--- src/rtl/vx_tcu_seq_pkg.sv ---
// Shared types and format helpers for the TCU FEDP issue sequencer.
package vx_tcu_seq_pkg;

  typedef enum logic [1:0] {
    ST_IDLE,
    ST_ISSUE,
    ST_WAIT,
    ST_DONE
  } seq_state_e;

  localparam logic [2:0] TCU_FMT_FP16 = 3'd2;
  localparam logic [2:0] TCU_FMT_BF16 = 3'd3;

  function automatic logic fmt_supported(input logic [2:0] fmt);
    return (fmt == TCU_FMT_FP16) || (fmt == TCU_FMT_BF16);
  endfunction

endpackage

--- src/rtl/vx_tcu_seq_timer.sv ---
// Loadable down-counter timing the FEDP drain window; last = count 1, active = count > 1.
module vx_tcu_seq_timer #(
  parameter int unsigned WIDTH = 3
) (
  input  logic             clk,
  input  logic             reset_n,
  input  logic             load,
  input  logic [WIDTH-1:0] value,
  input  logic             tick,
  output logic             last,
  output logic             active
);

  logic [WIDTH-1:0] count_q, count_d;

  always_comb begin
    count_d = count_q;
    if (load) begin
      count_d = value;
    end else if (tick && (count_q != '0)) begin
      count_d = count_q - WIDTH'(1);
    end
  end

  always_ff @(posedge clk or negedge reset_n) begin
    if (!reset_n) begin
      count_q <= '0;
    end else begin
      count_q <= count_d;
    end
  end

  assign last   = (count_q == WIDTH'(1));
  assign active = (count_q > WIDTH'(1));

endmodule

--- src/rtl/vx_tcu_fedp_seq.sv ---
// Issue-side sequencer for the tensor-core FEDP: streams K operand beats, chaining results as C.
// Optional VX_TCU_SEQ_PERF_EN adds busy / operand-stall cycle counters.
module vx_tcu_fedp_seq
  import vx_tcu_seq_pkg::*;
#(
  parameter int unsigned N            = 2,
  parameter int unsigned XLEN         = 32,
  parameter int unsigned FEDP_LATENCY = 4,
  parameter int unsigned KW           = 4
) (
  input  logic                clk,
  input  logic                reset_n,
  input  logic                req_valid,
  output logic                req_ready,
  input  logic [KW-1:0]       req_k,
  input  logic [XLEN-1:0]     req_c,
  input  logic [2:0]          req_fmt_s,
  input  logic [2:0]          req_fmt_d,
  input  logic                op_valid,
  output logic                op_ready,
  input  logic [N*XLEN-1:0]   op_a_row,
  input  logic [N*XLEN-1:0]   op_b_col,
  output logic                fedp_enable,
  output logic [2:0]          fedp_fmt_s,
  output logic [2:0]          fedp_fmt_d,
  output logic [N*XLEN-1:0]   fedp_a_row,
  output logic [N*XLEN-1:0]   fedp_b_col,
  output logic [XLEN-1:0]     fedp_c_val,
  input  logic [XLEN-1:0]     fedp_d_val,
  output logic                rsp_valid,
  input  logic                rsp_ready,
  output logic [XLEN-1:0]     rsp_d,
  output logic                rsp_err
`ifdef VX_TCU_SEQ_PERF_EN
  ,
  output logic [31:0]         perf_busy_cycles,
  output logic [31:0]         perf_op_stall_cycles
`endif
);

  localparam int unsigned CW = $clog2(FEDP_LATENCY + 1);

  seq_state_e      state_q, state_d;
  logic [XLEN-1:0] acc_q, acc_d;
  logic [KW-1:0]   step_q, step_d;
  logic [KW-1:0]   k_q, k_d;
  logic [2:0]      fmt_s_q, fmt_s_d;
  logic [2:0]      fmt_d_q, fmt_d_d;
  logic [XLEN-1:0] rsp_d_q, rsp_d_d;
  logic            rsp_err_q, rsp_err_d;
  logic            timer_load, timer_last, timer_active;

  vx_tcu_seq_timer #(
    .WIDTH (CW)
  ) u_timer (
    .clk     (clk),
    .reset_n (reset_n),
    .load    (timer_load),
    .value   (CW'(FEDP_LATENCY)),
    .tick    (state_q == ST_WAIT),
    .last    (timer_last),
    .active  (timer_active)
  );

  always_comb begin
    state_d     = state_q;
    acc_d       = acc_q;
    step_d      = step_q;
    k_d         = k_q;
    fmt_s_d     = fmt_s_q;
    fmt_d_d     = fmt_d_q;
    rsp_d_d     = rsp_d_q;
    rsp_err_d   = rsp_err_q;
    timer_load  = 1'b0;
    req_ready   = 1'b0;
    op_ready    = 1'b0;
    fedp_enable = 1'b0;
    rsp_valid   = 1'b0;
    case (state_q)
      ST_IDLE: begin
        // state_q already reads IDLE while reset is held, so gate the ready explicitly
        req_ready = reset_n;
        if (req_valid) begin
          k_d     = req_k;
          fmt_s_d = req_fmt_s;
          fmt_d_d = req_fmt_d;
          acc_d   = req_c;
          step_d  = '0;
          if (!fmt_supported(req_fmt_s)) begin
            rsp_err_d = 1'b1;
            rsp_d_d   = '0;
            state_d   = ST_DONE;
          end else if (req_k == '0) begin
            rsp_d_d = req_c;
            state_d = ST_DONE;
          end else begin
            state_d = ST_ISSUE;
          end
        end
      end
      ST_ISSUE: begin
        op_ready    = 1'b1;
        fedp_enable = op_valid;
        if (op_valid) begin
          timer_load = 1'b1;
          state_d    = ST_WAIT;
        end
      end
      ST_WAIT: begin
        fedp_enable = timer_active;
        if (timer_last) begin
          acc_d  = fedp_d_val;
          step_d = step_q + KW'(1);
          if (step_d == k_q) begin
            rsp_d_d = fedp_d_val;
            state_d = ST_DONE;
          end else begin
            state_d = ST_ISSUE;
          end
        end
      end
      ST_DONE: begin
        rsp_valid = 1'b1;
        if (rsp_ready) begin
          rsp_err_d = 1'b0;
          state_d   = ST_IDLE;
        end
      end
      default: state_d = ST_IDLE;
    endcase
  end

  always_ff @(posedge clk or negedge reset_n) begin
    if (!reset_n) begin
      state_q   <= ST_IDLE;
      acc_q     <= '0;
      step_q    <= '0;
      k_q       <= '0;
      fmt_s_q   <= '0;
      fmt_d_q   <= '0;
      rsp_d_q   <= '0;
      rsp_err_q <= 1'b0;
    end else begin
      state_q   <= state_d;
      acc_q     <= acc_d;
      step_q    <= step_d;
      k_q       <= k_d;
      fmt_s_q   <= fmt_s_d;
      fmt_d_q   <= fmt_d_d;
      rsp_d_q   <= rsp_d_d;
      rsp_err_q <= rsp_err_d;
    end
  end

  assign fedp_fmt_s = fmt_s_q;
  assign fedp_fmt_d = fmt_d_q;
  assign fedp_a_row = op_a_row;
  assign fedp_b_col = op_b_col;
  assign fedp_c_val = acc_q;
  assign rsp_d      = rsp_d_q;
  assign rsp_err    = rsp_err_q;

`ifdef VX_TCU_SEQ_PERF_EN
  logic [31:0] busy_q, busy_d;
  logic [31:0] stall_q, stall_d;

  always_comb begin
    busy_d  = busy_q;
    stall_d = stall_q;
    if ((state_q != ST_IDLE) && (busy_q != '1)) begin
      busy_d = busy_q + 32'd1;
    end
    if ((state_q == ST_ISSUE) && !op_valid && (stall_q != '1)) begin
      stall_d = stall_q + 32'd1;
    end
  end

  always_ff @(posedge clk or negedge reset_n) begin
    if (!reset_n) begin
      busy_q  <= '0;
      stall_q <= '0;
    end else begin
      busy_q  <= busy_d;
      stall_q <= stall_d;
    end
  end

  assign perf_busy_cycles     = busy_q;
  assign perf_op_stall_cycles = stall_q;
`endif

endmodule

--- config.mk ---
export PLATFORM = sky130hd
export DESIGN_NAME = vx_tcu_fedp_seq
export DESIGN_NICKNAME = d
export VERILOG_FILES = /design/src/rtl/vx_tcu_seq_pkg.sv /design/src/rtl/vx_tcu_seq_timer.sv /design/src/rtl/vx_tcu_fedp_seq.sv
export SDC_FILE = /design/constraint.sdc
export NUM_CORES = 1
export LEC_CHECK = 0
export CAP_MARGIN = 0
export CORE_AREA = 10 10 150 152
export CTS_CLUSTER_DIAMETER = 30
export CTS_CLUSTER_SIZE = 24
export DETAILED_ROUTE_END_ITERATION = 6
export DIE_AREA = 0 0 160 162
export PLACE_DENSITY = 0.67
export SETUP_SLACK_MARGIN = 0.05
export SYNTH_ARGS = -nofsm -noshare
export SYNTH_HDL_FRONTEND = slang
export SYNTH_SLANG_ARGS = --single-unit
--- constraint.sdc ---
create_clock -name clk -period 5 [get_ports clk]
set_clock_uncertainty 0.15 [all_clocks]
set_input_delay 1.25 -clock clk [delete_from_list [all_inputs] [get_ports clk]]
set_output_delay 1.25 -clock clk [all_outputs]
set_load 0.02 [all_outputs]
==> results of run 1 <==
## power breakdown
| part | switching [mW] | internal [mW] |
|---|---|---|
| registers | 0.157 | 0.979 |
| logic | 1.38 | 0.989 |
| clock network | 0.286 | 0.436 |
## placed cells by master, fill, tap and decap left out, types with 2 or more instances in the layout
| master | Yosys | routed |
|---|---|---|
| a21oi_1 | 40 | 40 |
| a22oi_1 | 32 | 32 |
| and3_1 | 2 | 2 |
| buf_4 | 128 | 7 |
| bufinv_16 | 0 | 2 |
| clkbuf_16 | 0 | 9 |
| clkdlybuf4s50_1 | 0 | 152 |
| clkinvlp_4 | 0 | 2 |
| dfrtp_1 | 84 | 84 |
| ha_1 | 8 | 7 |
| inv_1 | 13 | 13 |
| mux2_2 | 10 | 10 |
| mux2i_1 | 32 | 32 |
| nand2_1 | 9 | 9 |
| nand3_1 | 36 | 35 |
| nor2_1 | 35 | 34 |
| o21ai_0 | 7 | 7 |
| o21ai_1 | 2 | 2 |
| o21ai_2 | 30 | 30 |
| o22ai_1 | 2 | 2 |
| xnor2_1 | 4 | 4 |
## layer usage
layer	track usage, %	wire, um
met1	11.56	5561
met2	18.82	7411
met3	5.182	1589
met4	7.930	786
met5	0	0
## flip-flops by register name (all words and copies together), names as in the netlist
signal           cells
step_q               4
fedp_fmt_s           3
k_q                  4
fedp_fmt_d           3
rsp_d               32
fedp_c_val          32
state_q              2
u_timer.count_q      3
rsp_err              1
## cell type report
type	count	area [sq um]
Fill cell	2054	13120
Sequential cell	84	2102
Multi-Input combinational cell	267	1906
Timing Repair Buffer	159	1574
Tap cell	265	331.6
Clock buffer	9	225.2
Clock inverter	6	88.84
Inverter	13	48.80
## critical path, stage by stage
cell,delay (ns)
clkdlybuf4s50_1,0.53
nand2_1,0.09
a21boi_0,0.17
clkdlybuf4s50_1,0.63
## path summary, 6_finish.rpt
kind,from,to,cells past startpoint
worst max register to register,state_q[0],step_q[3],9
worst min register to register,rsp_d[14],rsp_d[14],2
worst min-delay path,rsp_d[14],rsp_d[14],2
worst max-delay path,op_valid,fedp_enable,4
max in group asynchronous,reset_n,rsp_d[15],3
min in group asynchronous,reset_n,fedp_fmt_d[0],2
## synth_stat cells
library cell,n
buf_4,128
dfrtp_1,84
a21oi_1,40
nand3_1,36
nor2_1,35
a22oi_1,32
mux2i_1,32
o21ai_2,30
inv_1,13
clkbuf_1,11
buf_2,10
mux2_2,10
nand2_1,9
ha_1,8
o21ai_0,7
buf_1,4
xnor2_1,4
buf_6,3
and3_1,2
o21ai_1,2
o22ai_1,2
a211oi_2,1
a21boi_0,1
a22o_1,1
and2_1,1
and2_4,1
nand2b_1,1
nand2b_4,1
nand4_4,1
nor2b_1,1
nor3_1,1
nor3_4,1
nor3b_1,1
nor4_1,1
o221ai_1,1
o31ai_1,1
or3b_4,1
xor2_1,1
xor3_1,1
## logic make-up after synthesis
group | count (synthesis) | synth area share (%)
AOI/OAI and AO/OA | 118 | 15.72
xor gates and xnor gates | 6 | 1.318
buffers and inverters | 169 | 22.44
muxes | 42 | 8.447
adders and majority gates | 8 | 1.953
and+or+nand+nor | 93 | 9.107
DFF | 84 | 41.02
==> flow_summary.json, run 1 <==
{
  "status": "complete, no violations",
  "fin_nets": 749,
  "p_per_area_mw_per_mm2": 674.2,
  "synth_top_area_cell": "dfrtp_1",
  "hpwlAfterDp_um": 11450,
  "area_delta_synth_final_pct": 22.46,
  "layout_setup_ws_ns": 0.9380,
  "grt_max_degree": 73,
  "cts_resized": 0,
  "total_power_mw": 4.231,
  "hold_viol": 0,
  "holdBufCountCts": 0,
  "final_cells": 803,
  "arrival_ns": 2.66,
  "drt-initial-drc-count": 186,
  "die_h_um": 162,
  "syn_inst": 520,
  "clk_pin_slew_ns": 0.06,
  "peakVddDrop_uv": 350.3,
  "antenna_found_initial": 0,
  "period_needed_ns": 4.062,
  "clockRootBuffer": "clkbuf_16",
  "vias": 3615,
  "utilization_pct": 32.35,
  "cts_max_path_buffers": 2,
  "yosys.area.top_type_share_pct": 41.02,
  "wl_per_cell_um": 19.11,
  "htree_levels": 3,
  "first_global_vias": 3826,
  "die_area_sq_mm": 0.02592,
  "place_area_sq_mm": 0.005962,
  "worstPathRequired_ns": 3.60,
  "ys_top_cells_by_area": "dfrtp_1 (41%), buf_4 (19%), mux2i_1 (6.3%)",
  "fin_setup_tns_ns": 0,
  "ys_types": 39,
  "antenna_left": 0,
  "port_buffers": 153,
  "hp-class": "reg2reg",
  "antenna_cells": 0,
  "grt_usage_pct": 11.48,
  "grt-ovfl-total": 0,
  "syn_area_sq_mm": 0.005125,
  "drive_gt1_share_pct": 13.20,
  "gp_congestion": 0.7474,
  "leakagePower_nw": 2.461,
  "post-route-period-util_pct": 81.24,
  "slew_headroom_pct": 35.36,
  "cts_tree": "built",
  "syn_nets": 735,
  "drt_pass1_iterations": 4,
  "yosysWarnings": 0,
  "viasPerCell": 4.502,
  "die_x_um": 160,
  "drt-total-wl_um": 15350,
  "worst_hold_slack_ns": 0.3532,
  "worst_skew_pair.late_latency_ns": 0.35,
  "ys_ff_latch": 84,
  "fp-row-count": 51,
  "syn_area_per_cell_sq_um": 9.856,
  "initial_core_util_pct": 26.42,
  "pre_cts_ws_ns": 0.9327,
  "postLayoutCellArea_sq_mm": 0.006276,
  "drc": 0,
  "cp-start-kind": "primary input",
  "cts_setup_buffers": 0,
  "crit_type": "in2out",
  "tightest_slew_ns": 0.9673,
  "rsz0062_at_grt": "false",
  "numCtsBuffers": 9,
  "grt_pass1_wl_um": 23190,
  "end_kind": "primary output",
  "drv_slew": 0,
  "path_max_fanout": 4,
  "ios": 410,
  "maxCapViolations": 0,
  "yosysSeqAreaShare_pct": 41.02,
  "core_area_sq_mm": 0.01940,
  "setup_viol_count_final": 0,
  "place_inst": 788,
  "cts.sinks": 84,
  "fmax_mhz": 246.2,
  "regToRegSetupSlack_ns": 1.52
}
Note: power is estimated with default switching activity, not from simulation.
==> run 2, diff against run 1 <==
clock period = 4 ns   (was 5 ns; I/O delays follow)
==> flow_summary.json, run 2 (same netlist as run 1, synthesis figures left out) <==
{
  "crit_type": "in2out",
  "die_area_sq_mm": 0.02592,
  "status": "complete, no violations",
  "cts.sinks": 84,
  "arrival_ns": 2.39,
  "port_buffers": 153,
  "end_kind": "primary output",
  "period_needed_ns": 3.541,
  "regToRegSetupSlack_ns": 0.91,
  "grt_pass1_wl_um": 24050,
  "ios": 410,
  "r2r_end": "rsp_d[0]",
  "p_switching_mw": 2.314,
  "cp-start-kind": "primary input",
  "setup_viol_count_final": 0,
  "gp_congestion": 0.7405,
  "tightest_slew_ns": 0.6459,
  "die_h_um": 162,
  "maxCapViolations": 0,
  "drc": 0,
  "grt_max_degree": 47,
  "fp-row-count": 51,
  "drt_pass1_iterations": 4,
  "drt-initial-drc-count": 186,
  "post-route-period-util_pct": 88.52,
  "cts_max_path_buffers": 2,
  "switching_share_pct": 42.41,
  "numCtsBuffers": 9,
  "hpwlAfterDp_um": 11510,
  "worstSetupEndpoint": "fedp_enable",
  "die_x_um": 160,
  "drt-total-wl_um": 15540,
  "drive_gt1_share_pct": 13.84,
  "fin_setup_tns_ns": 0,
  "cts_setup_buffers": 0,
  "path_max_fanout": 4,
  "first_global_vias": 3933,
  "clk_pin_slew_ns": 0.07,
  "slew_headroom_pct": 56.94,
  "place_area_sq_mm": 0.005984,
  "vias": 3654,
  "clkPwrFrac_pct": 19.3,
  "worstRegToRegCells": 8,
  "rsz0062_at_grt": "false",
  "crit_start": "op_valid",
  "p_int_mw": 3.143,
  "cts_resized": 0,
  "final_common_cell": "clkdlybuf4s50_1",
  "initial_core_util_pct": 26.42,
  "leakagePower_nw": 2.505,
  "p_per_area_mw_per_mm2": 858.7,
  "viasPerCell": 4.528,
  "htree_levels": 3,
  "antenna_found_initial": 0,
  "seqPwrFrac_pct": 26.1,
  "final_cells": 807,
  "area_delta_synth_final_pct": 24.00,
  "wl_per_cell_um": 19.26,
  "worstPathRequired_ns": 2.85,
  "hold_viol": 0,
  "core_area_sq_mm": 0.01940,
  "place_inst": 791,
  "total_power_mw": 5.457,
  "grt_usage_pct": 11.88,
  "r2r_start": "state_q[0]",
  "peakVddDrop_uv": 356.9,
  "fmax_mhz": 282.4,
  "grt-ovfl-total": 0,
  "layout_common_cells": "clkdlybuf4s50_1 (152), dfrtp_1 (84), a21oi_1 (40)",
  "antenna_cells": 0,
  "clockRootBuffer": "clkbuf_16",
  "hp-class": "reg2reg",
  "postLayoutCellArea_sq_mm": 0.006355,
  "cts_tree": "built",
  "worst_skew_pair.late_latency_ns": 0.35,
  "antenna_left": 0,
  "pwr-share-comb_pct": 54.5,
  "drv_slew": 0,
  "holdBufCountCts": 0,
  "fin_nets": 752
}
run 2: routing by layer:
metal | up-vias | GRT usage [%] | part of all wire, % | routed length, um
li1 | 1710 | - | - | -
met1 | 1690 | 12.63 | 38 | 5936
met2 | 176 | 19.07 | 47 | 7355
met3 | 78 | 4.904 | 9.2 | 1427
met4 | 0 | 8.055 | 5.3 | 823
met5 | - | 0 | 0 | 0
run 2: final cells by class:
cell class,instances,area [sq um]
well taps,265,331.6
flip-flops and latches,84,2102
clock buffers,9,225.2
inverters,13,48.80
multi-input cells,267,1906
fillers,2013,13040
repair buffers,162,1597
clock inverters,7,145.1
run 2: worst max-delay path: stages:
cell             delay (ns)
clkdlybuf4s50_1        0.52
nand2_1                0.08
a21boi_0               0.16
clkdlybuf4s50_1        0.63
run 2: power groups by stage:
stage / Combinational [mW] / Clock (mW) / Sequential (mW)
6_report: 2.98 / 1.06 / 1.43
5_1_grt: 3.28 / 1.13 / 1.48
4_1_cts: 3.07 / 1.10 / 1.43
3_5_place_dp: 3.06 / 0 / 1.44
3_3_place_gp: 3.03 / 0 / 1.42
2_1_floorplan: 1.74 / 0 / 1.78
run 2: worst min path at each step:
stage                     startpoint         to  slack, ns  depth (start not counted)
after detailed placement   rsp_d[23]  rsp_d[23]       0.34                          2
after global routing       rsp_d[20]  rsp_d[20]       0.37                          2
final                       rsp_d[2]   rsp_d[2]       0.36                          2
after global placement     rsp_d[27]  rsp_d[27]       0.34                          2
after floorplan               k_q[2]     k_q[2]       0.34                          1
after CTS                  rsp_d[23]  rsp_d[23]       0.36                          2
run 2: per-stage QoR:
stage,hold slack (ns),setup WS [ns],utilization (%)
after global placement,0.3376,0.4367,30.85
after floorplan,0.3409,1.023,-
after CTS,0.3600,0.4417,32.76
after global routing,0.3711,0.3793,32.76
final,0.3556,0.4593,32.76
after detailed placement,0.3439,0.4497,30.85
==> run 3, diff against run 2 <==
GPL_ROUTABILITY_DRIVEN = 0   (was not set)
GPL_TIMING_DRIVEN = 0   (was not set)
==> flow_summary.json, run 3 (same netlist as run 1, synthesis figures left out) <==
{
  "die_h_um": 162,
  "first_global_vias": 5245,
  "slew_headroom_pct": 43.62,
  "worstPathRequired_ns": 2.85,
  "hold_viol": 0,
  "nFillCells": 1940,
  "cts_max_path_buffers": 2,
  "antenna_found_initial": 0,
  "cp_top_family": "buffers and inverters",
  "die_area_sq_mm": 0.02592,
  "cp_slowest_cell": "clkdlybuf4s50_1",
  "post-route-period-util_pct": 92.78,
  "multi_input_area_sq_mm": 0.001873,
  "antenna_cells": 0,
  "status": "complete, no violations",
  "regArea_sq_mm": 0.002102,
  "die_x_um": 160,
  "peakVddDrop_uv": 281.8,
  "layout_common_cells": "clkdlybuf4s50_1 (280), buf_4 (129), dfrtp_1 (84)",
  "port_buffers": 281,
  "drc": 0,
  "grt_usage_pct": 15.70,
  "drt-total-wl_um": 21370,
  "place_area_sq_mm": 0.008294,
  "cts_setup_buffers": 0,
  "slowest_delay_ns": 0.66,
  "end_kind": "primary output",
  "core_area_sq_mm": 0.01940,
  "drv_slew": 0,
  "critPathBufInv": 4,
  "fin_nets": 1028,
  "path_max_fanout": 10,
  "cp-start-kind": "flop",
  "fmax_mhz": 269.5,
  "drt-initial-drc-count": 228,
  "drive_gt1_share_pct": 25.31,
  "antenna_left": 0,
  "grt_pass1_wl_um": 32040,
  "setup_viol_count_final": 0,
  "vias": 4706,
  "arrival_ns": 2.56,
  "final_common_cell": "clkdlybuf4s50_1",
  "numCtsBuffers": 9,
  "cts_tree": "built",
  "holdBufCountCts": 0,
  "worst_skew_pair.late_latency_ns": 0.35,
  "grt_max_degree": 45,
  "htree_levels": 3,
  "viasPerCell": 4.345,
  "initial_core_util_pct": 26.42,
  "period_needed_ns": 3.711,
  "total_power_mw": 5.805,
  "grt-ovfl-total": 0,
  "clockRootBuffer": "clkbuf_16",
  "rsz0062_at_grt": "false",
  "postLayoutCellArea_sq_mm": 0.008606,
  "crit_type": "reg2out",
  "hp-class": "reg2reg",
  "ios": 410,
  "crit_chain": "inv_1 -> ha_1 -> clkbuf_2 -> clkbuf_4 -> o21ai_0 -> a21boi_0 -> clkdlybuf4s50_1",
  "hpwlAfterDp_um": 17640,
  "clk_pin_slew_ns": 0.07,
  "maxCapViolations": 0,
  "leakagePower_nw": 3.647,
  "tightest_slew_ns": 0.8457,
  "cts.sinks": 84,
  "fp-row-count": 51,
  "drt_pass1_iterations": 5,
  "p_per_area_mw_per_mm2": 674.6,
  "wl_per_cell_um": 19.73,
  "area_delta_synth_final_pct": 67.92
}
## run 3: changes by cell type in the layout (fill, tap and decap cells not counted), sizes merged
cell           before  now
clkdlybuf4s50     152  280
clkinvlp            1    0
buf                10  147
bufinv              4    1
clkinv              0    1
clkbuf              9   20
inv                15   18
## run 3: timing repair
action / 4_1_cts / 5_1_grt
resized for setup: 2 / 2
endpoints found under the setup margin: 1 / 1
cloned: 0 / 0
pin swaps: 0 / 0
## run 3: metrics by stage
| stage | setup slack (ns) | cells | setup TNS [ns] | utilization (%) | hold WS [ns] |
|---|---|---|---|---|---|
| 5_1_grt | 0.1008 | 1083 | 0 | 44.36 | 0.3775 |
| 4_1_cts | 0.1236 | 1083 | 0 | 44.35 | 0.3584 |
| 3_5_place_dp | 0.09089 | 1067 | 0 | 42.76 | 0.3417 |
| 3_3_place_gp | -2.653 | 1066 | -137.90 | 42.63 | 0.3381 |
| 6_report | 0.2889 | 1083 | 0 | 44.36 | 0.3542 |
| 2_1_floorplan | 1.023 | 520 | 0 | - | 0.3409 |
## run 3: final timing paths
| kind | start | end | slack (ns) | cells after the start |
|---|---|---|---|---|
| min reg2reg | rsp_d[28] | rsp_d[28] | 0.35 | 2 |
| min | rsp_d[28] | rsp_d[28] | 0.35 | 2 |
| max | state_q[0] | fedp_enable | 0.29 | 7 |
| min in group asynchronous | reset_n | fedp_fmt_d[2] | 0.49 | 1 |
| max reg2reg | state_q[0] | rsp_d[29] | 1.45 | 7 |
| max in group asynchronous | reset_n | fedp_c_val[19] | 2.56 | 2 |
## run 3: cell type report
class / count / share of cell area [%]
Buffer: 156 / 12.85
Clock buffer: 9 / 2.617
Clock inverter: 7 / 0.9450
Inverter: 13 / 0.5670
Multi-Input combinational cell: 267 / 21.77
Sequential cell: 84 / 24.43
Tap cell: 265 / 3.853
Timing Repair Buffer: 282 / 32.97
## run 3: power by group
group          internal (mW)  switching, mW
logic                   1.50           1.99
clock network          0.497          0.385
registers               1.22          0.206
## run 3: tightest hold or removal path: stages, from the launching register on
cell,delay (ns)
dfrtp_1,0.34
nand3_1,0.08
o21ai_2,0.05
## run 3: metal layers
layer / vias to the layer above / global-route usage, % / wire [um]
li1: 2261 / - / -
met1: 2204 / 17.02 / 8162
met2: 228 / 28.35 / 11190
met3: 13 / 5.991 / 1776
met4: 0 / 3.589 / 238
met5: - / 0 / 0
